File: config.mk
export PLATFORM = sky130hd
export DESIGN_NAME = ovl_fire_collector
export DESIGN_NICKNAME = d
export VERILOG_FILES = /design/src/rtl/ovl_fire_pkg.sv /design/src/rtl/ovl_sat_cnt.sv /design/src/rtl/ovl_fire_collector.sv
export SDC_FILE = /design/constraint.sdc
export NUM_CORES = 1
export LEC_CHECK = 0
export BUFFER_PORTS_ARGS = -buffer_cell sky130_fd_sc_hd__buf_2
export CAP_MARGIN = 0
export CORE_ASPECT_RATIO = 0.9
export CORE_MARGIN = 4
export CORE_UTILIZATION = 35
export CTS_CLUSTER_SIZE = 16
export DETAILED_ROUTE_END_ITERATION = 10
export SLEW_MARGIN = 15
export SYNTH_ARGS = -nofsm -noshare
export SYNTH_HDL_FRONTEND = slang
export SYNTH_SLANG_ARGS = --single-unit
File: constraint.sdc
create_clock -name i_clk -period 2.8 [get_ports i_clk]
set_clock_uncertainty 0.15 [all_clocks]
set_input_delay 0.14 -clock i_clk [delete_from_list [all_inputs] [get_ports i_clk]]
set_output_delay 0.14 -clock i_clk [all_outputs]
set_load 0.01 [all_outputs]
File: src/rtl/ovl_fire_pkg.sv
`default_nettype none
// ============================================================================
// Module      : ovl_fire_pkg
// Description : Shared types and constants for the OVL fire collector:
//               FSM state encoding and fire-vector bit positions.
// Revision    : 1.0 - initial release
// ============================================================================
package ovl_fire_pkg;

  // Collector FSM states; the encoding is visible on the state output port
  typedef enum logic [1:0] {
    ST_IDLE    = 2'd0,
    ST_MONITOR = 2'd1,
    ST_DRAIN   = 2'd2,
    ST_HALT    = 2'd3
  } fsm_state_t;

  // Bit positions inside the OVL fire vector
  localparam int FIRE_2STATE = 0;
  localparam int FIRE_XCHECK = 1;
  localparam int FIRE_COVER  = 2;
  localparam int FIRE_W      = 3;

endpackage : ovl_fire_pkg
`default_nettype wire

File: src/rtl/ovl_sat_cnt.sv
`default_nettype none
// ============================================================================
// Module      : ovl_sat_cnt
// Description : W-bit event counter that sticks at all-ones instead of
//               wrapping; synchronous clear has priority over increment.
// Revision    : 1.0 - initial release
// ============================================================================
module ovl_sat_cnt #(
  parameter int W = 16
) (
  input  logic         i_clk,
  input  logic         i_rst_n,
  input  logic         i_inc,
  input  logic         i_clr,
  output logic [W-1:0] o_cnt
);

  logic [W-1:0] r_cnt;

  // Count increments, holding at the maximum value once reached
  always_ff @(posedge i_clk or negedge i_rst_n) begin
    if (!i_rst_n) begin
      r_cnt <= '0;
    end else if (i_clr) begin
      r_cnt <= '0;
    end else if (i_inc && (r_cnt != {W{1'b1}})) begin
      r_cnt <= r_cnt + 1'b1;
    end
  end

  assign o_cnt = r_cnt;

endmodule : ovl_sat_cnt
`default_nettype wire

File: src/rtl/ovl_fire_collector.sv
`default_nettype none
// ============================================================================
// Module      : ovl_fire_collector
// Description : Collects OVL checker fire events into saturating counters,
//               timestamps the first 2-state error, and after MAX_ERR errors
//               runs a drain window before requesting end of test.
// Revision    : 1.0 - initial release
// ============================================================================
module ovl_fire_collector
  import ovl_fire_pkg::*;
#(
  parameter int CNT_W        = 16,
  parameter int TS_W         = 32,
  parameter int MAX_ERR      = 1,
  parameter int DRAIN_CYCLES = 8
) (
  input  logic              i_clk,
  input  logic              i_rst_n,
  input  logic              i_enable,
  input  logic [FIRE_W-1:0] i_fire,
  input  logic              i_clear,
  output logic [CNT_W-1:0]  o_err_cnt,
  output logic [CNT_W-1:0]  o_xchk_cnt,
  output logic [CNT_W-1:0]  o_cov_cnt,
  output logic [TS_W-1:0]   o_cycle_cnt,
  output logic              o_first_err_valid,
  output logic [TS_W-1:0]   o_first_err_cycle,
  output logic              o_stop_req,
  output logic [1:0]        o_state
);

  // Drain counter only needs to reach DRAIN_CYCLES-1; keep at least one bit
  localparam int c_DRAIN_W = ($clog2(DRAIN_CYCLES + 1) < 1) ? 1 : $clog2(DRAIN_CYCLES + 1);
  localparam logic [c_DRAIN_W-1:0] c_DRAIN_LAST =
      (DRAIN_CYCLES > 0) ? c_DRAIN_W'(DRAIN_CYCLES - 1) : '0;
  // One extra bit so the threshold compare never truncates the counter
  localparam logic [CNT_W:0] c_MAX_ERR = (CNT_W + 1)'(MAX_ERR);

  fsm_state_t            r_state;
  logic                  r_stop_req;
  logic [c_DRAIN_W-1:0]  r_drain_cnt;
  logic [TS_W-1:0]       r_cycle_cnt;
  logic                  r_first_err_valid;
  logic [TS_W-1:0]       r_first_err_cycle;

  logic                  w_active;
  logic                  w_sample;
  logic                  w_err_hit;
  logic [CNT_W-1:0]      w_cnt [FIRE_W];

  // Fires are sampled only in the live monitoring states; clear wins
  assign w_active  = (r_state == ST_MONITOR) || (r_state == ST_DRAIN);
  assign w_sample  = i_enable && w_active && !i_clear;
  // Threshold is judged on the registered error count
  assign w_err_hit = (MAX_ERR != 0) && ({1'b0, w_cnt[FIRE_2STATE]} >= c_MAX_ERR);

  for (genvar gi = 0; gi < FIRE_W; gi++) begin : g_cnt
    ovl_sat_cnt #(
      .W (CNT_W)
    ) u_cnt (
      .i_clk   (i_clk),
      .i_rst_n (i_rst_n),
      .i_inc   (w_sample && i_fire[gi]),
      .i_clr   (i_clear),
      .o_cnt   (w_cnt[gi])
    );
  end

  // Sequencing FSM: idle -> monitor -> drain window -> halt with stop request
  always_ff @(posedge i_clk or negedge i_rst_n) begin
    if (!i_rst_n) begin
      r_state     <= ST_IDLE;
      r_stop_req  <= 1'b0;
      r_drain_cnt <= '0;
    end else if (i_clear) begin
      r_state     <= ST_IDLE;
      r_stop_req  <= 1'b0;
      r_drain_cnt <= '0;
    end else if (i_enable) begin
      case (r_state)
        ST_IDLE: begin
          r_state <= ST_MONITOR;
        end
        ST_MONITOR: begin
          if (w_err_hit) begin
            r_state     <= ST_DRAIN;
            r_drain_cnt <= '0;
          end
        end
        ST_DRAIN: begin
          if ((DRAIN_CYCLES == 0) || (r_drain_cnt == c_DRAIN_LAST)) begin
            r_state    <= ST_HALT;
            r_stop_req <= 1'b1;
          end else begin
            r_drain_cnt <= r_drain_cnt + 1'b1;
          end
        end
        default: begin
          r_state    <= ST_HALT;
          r_stop_req <= 1'b1;
        end
      endcase
    end
  end

  // Cycle timestamp and one-shot capture of the first 2-state error
  always_ff @(posedge i_clk or negedge i_rst_n) begin
    if (!i_rst_n) begin
      r_cycle_cnt       <= '0;
      r_first_err_valid <= 1'b0;
      r_first_err_cycle <= '0;
    end else if (i_clear) begin
      r_cycle_cnt       <= '0;
      r_first_err_valid <= 1'b0;
      r_first_err_cycle <= '0;
    end else if (w_sample) begin
      r_cycle_cnt <= r_cycle_cnt + 1'b1;
      if (i_fire[FIRE_2STATE] && !r_first_err_valid) begin
        r_first_err_valid <= 1'b1;
        r_first_err_cycle <= r_cycle_cnt;
      end
    end
  end

  assign o_err_cnt         = w_cnt[FIRE_2STATE];
  assign o_xchk_cnt        = w_cnt[FIRE_XCHECK];
  assign o_cov_cnt         = w_cnt[FIRE_COVER];
  assign o_cycle_cnt       = r_cycle_cnt;
  assign o_first_err_valid = r_first_err_valid;
  assign o_first_err_cycle = r_first_err_cycle;
  assign o_stop_req        = r_stop_req;
  assign o_state           = r_state;

endmodule : ovl_fire_collector
`default_nettype wire

# --- Word-level counts from Yosys, hierarchy flattened ---
# Index checks and enable logic that the tools add are counted.
totals:
  in_bits: 7
  output_inout_bits: 116
  register_bits: 120
classes:
  add_sub_neg: 5
  reduce_logical: 25
  mux: 28
  eq_ne: 10
  magnitude_cmp: 1
ops:
  columns: ["op", "n"]
  rows:
  - ["two-way mux 32 bit", 5]
  - ["two-way mux 16 bit", 6]
  - ["adder 16 x 1 -> 16 bit, second input constant", 3]
  - ["inequality test 16 bit, second input constant", 3]
  - ["adder 32 x 1 -> 32 bit, second input constant", 1]
  - [">= comparator 16 x 1 -> 1 bit, second input constant", 1]
  - ["two-way mux 4 bit", 4]
  - ["nonzero test 2 bit", 6]
  - ["logical AND 1 bit", 9]
  - ["two-way mux 2 bit", 4]
  - ["one-hot mux 4 bit (2 select lines)", 1]
  - ["two-way mux 1 bit", 6]
  - ["inequality test 3 bit, second input constant", 2]
  - ["one-hot mux 2 bit (3 select lines)", 1]
  - ["AND reduction 3 bit", 2]
  - ["adder 4 x 1 -> 4 bit, second input constant", 1]
  - ["equality test 4 x 3 -> 1 bit, second input constant", 1]
  - ["AND reduction 4 bit", 1]
  - ["inequality test 3 x 2 -> 1 bit, second input constant", 1]
  - ["nonzero test 3 bit", 1]
  - ["equality test 2 x 1 -> 1 bit, second input constant", 1]
  - ["equality test 2 bit, second input constant", 1]
  - ["logical NOT 1 bit", 2]
  - ["logical NOT 2 bit", 1]
  - ["5 further kinds", 5]

# --- Logic depth before layout (Yosys ltp) ---
depth:
  depth_word: 8
  ltp_mapped: 8

# --- Modules after synthesis ---
# Synthesis repeated with hierarchy kept, for this count alone.
unflattened:
  hier_cells: 668
  area_unflattened_um2: 6386.1
modules_own_cells:
  columns: ["module", "area_each_um2", "instances", "cells_each"]
  rows:
  - ["ovl_fire_collector", 3559.7, 1, 374]
  - ["ovl_sat_cnt", 942.2, 3, 98]

# --- Least setup slack after synthesis ---
# Ideal clock, no wire load.
synth_timing:
  path_kind: "reg-to-reg"
  from: "register r_state[0] (netlist: o_state[0])"
  to: "register r_cycle_cnt[18] (netlist: o_cycle_cnt[18])"
  required_time_ns: 2.572
  path_stages_with_launch: 8
  setup_slack_ns: 0.303
  setup_ns: 0.078
  period_less_slack_ns: 2.497
  t_arrival_ns: 2.269
  path_buffers: 1
  path_cell_list: "dfrtp_1 > inv_1 > ha_1 > nand3_2 > or4_4 > buf_6 > or4_1 > a21oi_1"
synth_via:
  elab_chain_len: 5
  word_cells_on_any_way: 6
  cone_classes: "2 x eq/ne; 4 x reduce/logical"
synth_rtl:
  columns: ["item", "line_no", "text"]
  rows:
  - ["start, declared", "ovl_fire_collector.sv:39", "fsm_state_t r_state;"]
  - ["start signal, assigned", "ovl_fire_collector.sv:72", "r_state <= ST_IDLE;"]
  - ["start signal, assigned", "ovl_fire_collector.sv:76", "r_state <= ST_IDLE;"]
  - ["start signal, assigned", "ovl_fire_collector.sv:82", "r_state <= ST_MONITOR;"]
  - ["equality test 2 x 1 -> 1 bit or equality test 2 bit (tied branches)", "ovl_fire_collector.sv:52", "assign w_active = (r_state == ST_MONITOR) || (r_state == ST_DRAIN);"]
  - ["logical OR 1 bit *", "ovl_fire_collector.sv:52", null]
  - ["logical AND 1 bit * (2 in a row)", "ovl_fire_collector.sv:53", "assign w_sample = i_enable && w_active && !i_clear;"]
  - ["nonzero test 2 bit (no line) *", null, null]
  - ["end signal, assigned", "ovl_fire_collector.sv:117", "r_cycle_cnt <= r_cycle_cnt + 1'b1;"]
  - ["end, declared", "ovl_fire_collector.sv:42", "logic [TS_W-1:0] r_cycle_cnt;"]
# Every way passes the cells marked *; elsewhere a longest branch is shown, timed or not.
# A chain may end at the register's enable or synchronous reset.

# --- Worst setup path in the final report ---
layout_timing:
  from: "register r_state[0] (netlist: o_state[0])"
  to: "register r_cycle_cnt[16] (netlist: o_cycle_cnt[16])"
# The elaborated chain is that of the path after synthesis.

==> results.rst <==
.. list-table::
   :header-rows: 1

   * - Metric
     - Value
   * - Antenna cell count
     - 0
   * - Number of buffers on the longest clock path
     - 2
   * - GR Util met2
     - a little under a quarter
   * - CTS H-Tree Depth
     - 4
   * - # setup viols final
     - 0
   * - Total of buffers placed on input and output ports
     - 122
   * - Synth Area in Simple Gates
     - around 26%
   * - Vertical extent of the die
     - 136 um
   * - Clock-pin slew of the registers on the worst-case setup and hold paths
     - 0.05 ns
   * - Setup bufs post-CTS
     - 0
   * - Count of pins over their slew limit
     - 0
   * - Initial standard-cell utilization of the core
     - 36.1%
   * - Vias in the first global route
     - 5102
   * - Via Count
     - 5440
   * - Width of the die
     - 151 um
   * - Dominant register cell in the synthesized netlist
     - dfrtp_1
   * - Result of the run
     - finished clean
   * - Die outline area
     - 20600 um2
   * - Antenna violations before repair
     - 0
   * - Number of buffers created by CTS
     - 17
   * - Worst voltage drop across the vdd grid
     - 0.398 mV
   * - Worst-path maximum fanout
     - 20
   * - Number of synthesized register bits
     - 120
   * - CTS Root Cell
     - clkbuf_16
   * - Commonest non-fill, non-tap cells in the layout
     - 120 x dfrtp_1, 120 x buf_2, 52 x nand2_1
   * - Synth Area in Adders
     - 2.14%
   * - Largest family of logic cells by synthesized area
     - simple AND/OR/NAND/NOR gates
   * - Cell types with the largest area share after synthesis
     - dfrtp_1 47%, mux2_2 4.0%, nand2b_1 3.8%, o21ai_0 3.6%, a21oi_1 3.2%
   * - Compound-gate portion of the synthesized area
     - 13.6%
   * - Nets@finish
     - ~800
   * - Critical path endpoint category
     - flip-flop
   * - Setup total negative slack
     - 0 ns
   * - Type of origin of the critical path
     - flip-flop
   * - Share of cells above drive strength 1
     - 24.8%
   * - Worst-skew pair later-pin latency
     - 0.41 ns
   * - Least-Margin Pin Slew
     - around 0.71 ns
   * - Total detailed-routing wirelength
     - approximately 16000 um
   * - Max capacitance violation total
     - 0
   * - Hold crit path type
     - in -> reg
   * - Gr ovfl total
     - 0
   * - Avg Vias per Cell
     - ~5.2
   * - I/O pin cnt
     - 123
   * - Largest net degree at the start of global routing
     - 57
   * - Combined area of all synthesized cells
     - 6420 um2
   * - Cell leakage power
     - 3.57 nW
   * - Worst hold slack across all endpoints
     - 0.0676 ns
   * - Shortest period the worst path allows
     - 2.54 ns
   * - Final clock period utilization by the worst path
     - 90.8%
   * - Post-Syn Nets
     - between 600 and 700
   * - XOR/XNOR Fraction of Synth Area
     - 1.23%
   * - Hold buffer count at CTS
     - 2
   * - Worst-case headroom to the max-slew limit
     - between 50% and 60%
   * - Proportion of register bits with asynchronous set or reset after synthesis
     - 100%
   * - DRC violation total after the first TritonRoute iteration
     - 336
   * - Placed standard-cell area
     - 7270 um2
   * - Number of clock sinks
     - 120
   * - Hold Path Stages
     - 2
   * - CP arrival
     - approximately 2.7 ns
   * - Post-route cell area
     - 7840 um2
   * - Core box area
     - ~18000 um2
   * - Number of distinct library cells after synthesis
     - 52
   * - Met1 GRT Util
     - 22.8%
   * - Largest area contributor in the synthesized netlist
     - dfrtp_1
   * - DR DRC count
     - 0
   * - Required time at the endpoint of the critical path
     - 2.97 ns
   * - Power density relative to cell area
     - around 580 nW/um2
   * - Endpoints failing hold
     - 0
   * - Sequential share of the synthesized area
     - 46.8%
   * - Critical path class
     - reg -> reg
   * - Gr busiest metal
     - met2
   * - Standard-cell rows
     - 46
   * - Number of synthesis warnings
     - 0
   * - Total Routing Usage GR
     - 16.0%
   * - EDFF count, synth
     - 0
   * - Wire length of the first global-routing pass
     - roughly 26000 um
   * - Wire length per cell after detailed routing
     - 15.6 um
   * - Final estimated routing congestion in global placement
     - 0.795
   * - Drt pass-1 iters
     - 5
   * - Detailed placement HPWL
     - between 10000 and 15000 um
   * - Fraction of met3 tracks used by global routing
     - approximately 4.5%
   * - DRT antenna net count
     - 0
   * - Peak clock frequency supported by timing
     - just under 400 MHz
   * - Synthesized area per cell
     - about 9.5 um2
   * - RSZ-0062 raised after global routing
     - false
   * - CTS-repair resized insts
     - 0
   * - Fraction of synthesized area in multiplexers
     - 6.38%
   * - Depth of the worst register-to-register path
     - 6
   * - CTS tree
     - done
   * - Synth-to-layout area growth
     - 22.1%
   * - Share of the synthesized area in the top cell type
     - a little under half
   * - Cell count after synthesis
     - 672
[synth_stat cells (all sizes together) (2+ instances only)]
cell type    n
a211o        2
a211oi      10
a21oi       41
a31oi        2
a41oi        3
and2         3
and3         8
and4        11
and4b        5
buf          7
clkbuf      34
dfrtp      120
ha          11
inv         19
mux2        23
mux2i       15
nand2       52
nand2b      39
nand3       24
nand3b       2
nand4       19
nor2        38
nor2b       18
nor3        14
nor3b        2
nor4        11
nor4b        3
o2111ai      2
o211ai       4
o21a         2
o21ai       46
o22ai        4
o31ai       22
o41ai        2
or2          5
or3          9
or4         25
xnor2        6
xor2         3
[per-layer routing]
metal	vias up	wire (um)
met5	-	0
met3	13	957
met2	126	7230
li1	2694	-
met1	2607	7820
met4	0	143
[path summary, 6_finish.rpt]
path                                       startpoint                      end  slack [ns]
worst max-delay path                       o_state[0]          o_cycle_cnt[16]        0.26
worst min-delay path                          i_clear  g_cnt[2].u_cnt.o_cnt[9]        0.07
worst max register to register             o_state[0]          o_cycle_cnt[16]        0.26
worst min register to register  o_first_err_cycle[16]    o_first_err_cycle[16]        0.32
max in group asynchronous                     i_rst_n          o_cycle_cnt[27]        1.60
min in group asynchronous                     i_rst_n  g_cnt[1].u_cnt.o_cnt[5]        0.17
[metrics by stage]
step | util, % | setup slack [ns] | power [W] | std cells
CTS | 44.1 | 0.258 | 0.00459 | 1038
global placement | 40.9 | 0.298 | 0.00251 | 1005
detailed placement | 40.9 | 0.272 | 0.00252 | 1005
global route | 44.1 | 0.0749 | 0.00472 | 1038
floorplan | - | 0.303 | 0.00225 | 672
finish | 44.1 | 0.259 | 0.00451 | 1038
[kinds of logic after synthesis]
group,count (synthesis)
and+or+nand+nor,290
muxes,38
AOI/OAI and AO/OA,144
DFF,120
xor gates and xnor gates,9
buffers and inverters,60
adders and majority gates,11
[sequential cells by signal (all words and copies together), names as in the netlist]
name and flops:
g_cnt.u_cnt.o_cnt 48, o_cycle_cnt 32, o_first_err_cycle 32, o_first_err_valid 1
o_state 2, o_stop_req 1, r_drain_cnt 4
[power by group]
part | total (W) | switching, W | internal [W]
clock | 0.00204 | 0.000758 | 0.00128
sequential | 0.00185 | 0.0000591 | 0.00179
combinational | 0.000626 | 0.000395 | 0.000231
[area by class of cell]
| class | count | area [um2] |
|---|---|---|
| Clock inverter | 8 | 72.6 |
| Inverter | 19 | 71.3 |
| Fill cell | 1737 | 9950 |
| Sequential cell | 120 | 3000 |
| Multi-Input combinational cell | 492 | 3170 |
| Tap cell | 240 | 300 |
| Timing Repair Buffer | 136 | 738 |
| Clock buffer | 23 | 478 |
[worst max-delay path, stage by stage (launching register included)]
cell and delay (ns):
dfrtp_1 0.37, inv_1 0.09, ha_1 0.35, nand3_2 0.14, or4_4 0.67, or4_1 0.53
a21oi_1 0.15
Note: power is estimated with default switching activity, not from simulation.
